File: src/rtl/seq_shift_if.sv
// seq_shift_if: command and result handshakes for the iterative shifter.
interface seq_shift_if #(parameter int WIDTH = 8, parameter int SHAMT_W = 3);
   logic               in_valid;
   logic               in_ready;
   logic [WIDTH-1:0]   in_data;
   logic [SHAMT_W-1:0] in_amt;
   logic               in_dir;
   logic [1:0]         in_mode;
   logic               ser_r;
   logic               ser_l;
   logic               out_valid;
   logic               out_ready;
   logic [WIDTH-1:0]   out_data;
   logic               out_carry;
   logic               busy;
   modport master (
      output in_valid, in_data, in_amt, in_dir, in_mode, ser_r, ser_l, out_ready,
      input  in_ready, out_valid, out_data, out_carry, busy
   );
   modport slave (
      input  in_valid, in_data, in_amt, in_dir, in_mode, ser_r, ser_l, out_ready,
      output in_ready, out_valid, out_data, out_carry, busy
   );
endinterface

File: src/rtl/seq_shift_unit.sv
// seq_shift_unit: one-bit-per-clock universal shifter with logical/arithmetic/rotate/serial fill.
module seq_shift_unit #(
   parameter int WIDTH   = 8,
   parameter int SHAMT_W = 3
) (
   input logic       clk,
   input logic       rst,
   seq_shift_if.slave bus
);
   typedef enum logic [1:0] {IDLE, SHIFT, DONE} state_t;
   state_t             state;
   logic [WIDTH-1:0]   data;
   logic [SHAMT_W-1:0] cnt;
   logic               dir;
   logic [1:0]         mode;
   logic               carry;
   logic               msb_fill;
   logic               lsb_fill;
   always_comb begin
      msb_fill = mode == 2'b00 ? 1'b0 :
                 mode == 2'b01 ? data[WIDTH-1] :
                 mode == 2'b10 ? data[0] : bus.ser_r;
      lsb_fill = mode == 2'b10 ? data[WIDTH-1] :
                 mode == 2'b11 ? bus.ser_l : 1'b0;
   end
   always_ff @(posedge clk or posedge rst) begin
      if (rst) begin
         state <= IDLE;
         data  <= '0;
         cnt   <= '0;
         dir   <= 1'b0;
         mode  <= 2'b00;
         carry <= 1'b0;
      end else begin
         case (state)
            IDLE: if (bus.in_valid) begin
               data  <= bus.in_data;
               cnt   <= bus.in_amt;
               dir   <= bus.in_dir;
               mode  <= bus.in_mode;
               carry <= 1'b0;
               state <= bus.in_amt == '0 ? DONE : SHIFT;
            end
            SHIFT: begin
               carry <= dir ? data[WIDTH-1] : data[0];
               data  <= dir ? {data[WIDTH-2:0], lsb_fill} : {msb_fill, data[WIDTH-1:1]};
               cnt   <= cnt - 1'b1;
               if (cnt == 1) state <= DONE;
            end
            DONE: if (bus.out_ready) state <= IDLE;
            default: state <= IDLE;
         endcase
      end
   end
   assign bus.in_ready  = state == IDLE && !rst;
   assign bus.out_valid = state == DONE;
   assign bus.busy      = state != IDLE;
   assign bus.out_data  = data;
   assign bus.out_carry = carry;
endmodule

File: src/flat_wrapper.sv
// flat-port wrapper written by rule: the top's interface ports become plain ports
module seq_shift_unit_flat 
#(
   parameter int WIDTH   = 8,
   parameter int SHAMT_W = 3
)
  (clk, rst, bus_in_valid, bus_in_data, bus_in_amt, bus_in_dir, bus_in_mode, bus_ser_r, bus_ser_l, bus_out_ready, bus_in_ready, bus_out_valid, bus_out_data, bus_out_carry, bus_busy);
  seq_shift_if #(.WIDTH(WIDTH), .SHAMT_W(SHAMT_W)) bus_i ();
  input logic clk;
  input logic rst;
  input wire logic [$bits(bus_i.in_valid)-1:0] bus_in_valid;
  input wire logic [$bits(bus_i.in_data)-1:0] bus_in_data;
  input wire logic [$bits(bus_i.in_amt)-1:0] bus_in_amt;
  input wire logic [$bits(bus_i.in_dir)-1:0] bus_in_dir;
  input wire logic [$bits(bus_i.in_mode)-1:0] bus_in_mode;
  input wire logic [$bits(bus_i.ser_r)-1:0] bus_ser_r;
  input wire logic [$bits(bus_i.ser_l)-1:0] bus_ser_l;
  input wire logic [$bits(bus_i.out_ready)-1:0] bus_out_ready;
  output wire logic [$bits(bus_i.in_ready)-1:0] bus_in_ready;
  output wire logic [$bits(bus_i.out_valid)-1:0] bus_out_valid;
  output wire logic [$bits(bus_i.out_data)-1:0] bus_out_data;
  output wire logic [$bits(bus_i.out_carry)-1:0] bus_out_carry;
  output wire logic [$bits(bus_i.busy)-1:0] bus_busy;
  assign bus_i.in_valid = bus_in_valid;
  assign bus_i.in_data = bus_in_data;
  assign bus_i.in_amt = bus_in_amt;
  assign bus_i.in_dir = bus_in_dir;
  assign bus_i.in_mode = bus_in_mode;
  assign bus_i.ser_r = bus_ser_r;
  assign bus_i.ser_l = bus_ser_l;
  assign bus_i.out_ready = bus_out_ready;
  assign bus_in_ready = bus_i.in_ready;
  assign bus_out_valid = bus_i.out_valid;
  assign bus_out_data = bus_i.out_data;
  assign bus_out_carry = bus_i.out_carry;
  assign bus_busy = bus_i.busy;
  seq_shift_unit #(.WIDTH(WIDTH), .SHAMT_W(SHAMT_W)) u_core (.clk(clk), .rst(rst), .bus(bus_i));
endmodule
File: config.mk
export PLATFORM = sky130hd
export DESIGN_NAME = seq_shift_unit_flat
export DESIGN_NICKNAME = d
export VERILOG_FILES = /design/src/rtl/seq_shift_if.sv /design/src/rtl/seq_shift_unit.sv /design/src/flat_wrapper.sv
export SDC_FILE = /design/constraint.sdc
export NUM_CORES = 1
export LEC_CHECK = 0
export BUFFER_PORTS_ARGS = -buffer_cell sky130_fd_sc_hd__clkbuf_2
export CAP_MARGIN = 40
export CORE_MARGIN = 5
export CORE_UTILIZATION = 49
export CTS_CLUSTER_DIAMETER = 200
export DETAILED_ROUTE_END_ITERATION = 7
export HOLD_SLACK_MARGIN = 0.05
export PLACE_DENSITY = 0.77
export SYNTH_ARGS = -nofsm -noshare
export SYNTH_HDL_FRONTEND = slang
export SYNTH_SLANG_ARGS = --single-unit
File: constraint.sdc
create_clock -name clk -period 1.7 [get_ports clk]
set_input_delay 0.34 -clock clk [delete_from_list [all_inputs] [get_ports clk]]
set_output_delay 0.34 -clock clk [all_outputs]
set_load 0.02 [all_outputs]
==> run_results.csv <==
group,metric,value,unit
status,status,"completed",
pwr,internal_power,0.00137,W
global_routing,first_global_vias,937,
cells_and_area,stdcell_count,158,
placed_design,post-place-cells,152,
global_routing,grt_max_usage_layer,"met2",
sta,finalHoldViolations,0,
min_path,worst_hold_path_type,"in -> async",
floorplanning,die_area,3080,µm²
pwr,power.leakage,0.558,nW
global_routing,antenna_found_initial,0,
pwr,seqPwrFrac,34.1,%
synth,synth-edff-count,0,
sta,tmin_final,1580,ps
routing,route.detailed.drc,0,
critical_path,worst_setup_path_start_kind,"flip-flop",
cells_and_area,filler_cell_count,202,
routing,drt_pass1_iterations,4,
critical_path,rr_worst_depth,4,
critical_path,worstSetupEndpointType,"primary output",
sta,slew_of_the_pin_with_the_lowest_slew_margin,662,ps
placed_design,buffer_ports.inserted,31,
pwr,power_frac_comb,56.9,%
routing,initialDrtViolationCount,12,
sta,finalWorstSetupSlack,124,ps
global_routing,use_met2,26.4,%
global_routing,use_met3,4.20,%
synth,synth_warnings,0,
global_routing,grt_use_met1,19.7,%
critical_path,worstPathArrival,1240,ps
global_routing,grt_max_degree,18,
clock_tree,cts.path.max_buffers,2,
cells_and_area,final_nets,154,
sta,maxClockFrequency,635,MHz
synth,synth.ff_latch_count,17,
synth,synth-async-reset-ratio,100,%
floorplanning,initial_utilization,51.8,%
routing,routed-via-count,895,
critical_path,timing.critical_path.fanout_max,9,
synth,ys_types,31,
routing,final_antenna_net_count,0,
sta,max_slew_margin,55.8,%
pwr,p_per_area,2040,nW/µm²
pwr,swShare,44.8,%
routing,drt-vias-per-instance,5.66,
critical_path,criticalPathCategory,"reg -> out",
global_routing,grt.total_usage,16.0,%
routing,detailed_route_wire_length,2.32,mm
clock_tree,clk_pin_slew,110,ps
synth,syn-mean-instance-area,10.5,µm²
synth,ys.flop_type,"dfrtp_1",
pwr,pwr-share-clk,9.0,%
synth,yosysMostFrequentCell,"dfrtp_1",
cells_and_area,share_of_layout_cells_above_drive_strength_1,42.0,%
synth,synth_sequential_area_ratio,41.9,%
sta,final_max_slew_viol_count,0,
critical_path,required,1360,ps
sta,rsz0062_at_grt,"false",
routing,detail_route.wl_per_cell,14.7,µm
cells_and_area,insertedDiodeCount,0,
placed_design,routabilityCongestion,0.825,
synth,area_contributors_post_synth,"dfrtp_1 (42%), mux2_2 (10%), o22ai_1 (6.8%)",
cells_and_area,flow.area_growth_from_synthesis,19.7,%
synth,post-synth-top-area-fraction,41.9,%
floorplanning,chipWidth,55.5,µm
clock_tree,worst_skew_pair.late_latency,290,ps
clock_tree,postCtsHoldBufs,0,
sta,setup_viol,0,
sta,finalSetupTns,0,ps
pwr,p_sw,0.00111,W
synth,yosys.area.top_type,"dfrtp_1",
run,maxcap_violations,0,
floorplanning,die_y,55.5,µm
placed_design,dp.final_hpwl,1.75,mm
synth,syn_inst,97,
clock_tree,clock-sinks,17,
synth,yosys-top-cells-count,"dfrtp_1 (17), o22ai_1 (11), mux2_2 (9), a21oi_1 (8), nand2_1 (7)",
placed_design,placement.setup.worst_slack,223,ps
sta,min_period_over_period,92.7,%
clock_tree,numCtsBuffers,3,
global_routing,grt_remaining_overflow,0,
floorplanning,core_area,1960,µm²
clock_tree,tritoncts_clock_tree,"built",
pwr,power.ir.vdd_worst,1.05,mV
clock_tree,clock_tree.htree_level_count,1,
global_routing,grt_pass1_wl,4.09,mm
synth,syn_nets,119,
floorplanning,num_rows,16,
clock_tree,clock-root-buffer,"clkbuf_4",
synth,synth_area,1020,µm²
floorplanning,pin_count,32,
sta,timing.clock.skew,1.76,ps
## metrics by stage
stage               util (%)  total power (W)  cell area [µm²]  hold WS (ps)
finish                  62.0          0.00248             1220           119
global route            62.0          0.00268             1220           176
CTS                     61.2          0.00245             1200           150
detailed placement      59.7          0.00222             1170           472
global placement        59.7          0.00217             1170           459
floorplan                  -          0.00191             1020           266
## timing repair
item	CTS	global route
buffers inserted	0	2
setup endpoints to repair	2	2
hold endpoints to repair	0	0
gates resized for setup	2	2
## final cells by class
class	count	area, µm²	share of cell area [%]
Multi-Input combinational cell	69	519	42.7
Sequential cell	17	428	35.2
Timing Repair Buffer	35	185	15.2
Tap cell	27	33.8	2.78
Clock buffer	3	22.5	1.85
Inverter	6	22.5	1.85
Clock inverter	1	5.00	0.412
## sequential cells by signal, indices dropped and copies added, names as in the netlist
register              count
u_core.bus.out_carry      1
u_core.bus.out_data       8
u_core.cnt                3
u_core.dir                1
u_core.mode               2
u_core.state              2
## power groups by stage
stage          Clock (W)  Combinational (W)  Sequential (W)
2_1_floorplan          0            0.00100        0.000910
3_3_place_gp           0            0.00130        0.000866
3_5_place_dp           0            0.00135        0.000873
4_1_cts         0.000228            0.00135        0.000872
5_1_grt         0.000243            0.00157        0.000876
6_report        0.000222            0.00141        0.000843
## kinds of logic after synthesis
logic type | count (synthesis) | synth area share, %
AO/OA/AOI/OAI | 30 | 19.1
XOR/XNOR | 1 | 0.862
adder cells (fa/ha/maj) | 2 | 2.46
buffers and inverters | 11 | 7.02
flip-flops | 17 | 41.9
multiplexers | 13 | 13.9
AND/OR/NAND/NOR | 23 | 14.8
## cells in the final DEF, fill, tap and decap left out, types with 2 or more instances in the layout
cell and count:
a31oi_1 2, clkbuf_4 3, o22ai_1 11, nand3b_1 2
nand2_1 7, dfrtp_1 15, clkbuf_2 31, o21ai_0 2
mux2i_1 4, inv_1 4, nor2b_1 4, mux2_2 9
buf_4 4, dfrtp_2 2, ha_1 2, nor2_1 2
inv_2 2, a21oi_1 8
## worst paths after layout
path / slack, ps / from / to
min in group clk: 260 / bus_in_data[0] / u_core.bus.out_data[0]
max in group asynchronous: 1120 / rst / u_core.state[0]
worst min register to register: 540 / u_core.cnt[0] / u_core.cnt[0]
worst min-delay path: 120 / rst / u_core.bus.out_data[3]
worst max-delay path: 120 / u_core.state[0] / bus_in_ready
worst max register to register: 200 / u_core.state[0] / u_core.dir
## worst max-delay path: stages (launching register included)
cell and delay, ps:
dfrtp_2 490, inv_2 130, nand2_1 70, nor2_1 80, clkbuf_2 170
## per-layer routing
layer  wire length, µm  vias to the layer above
li1                  -                      432
met3               149                        4
met2              1120                       32
met1              1020                      427
met4                25                        0
met5                 0                        -
No activity file was read; power rests on OpenSTA's default activity.
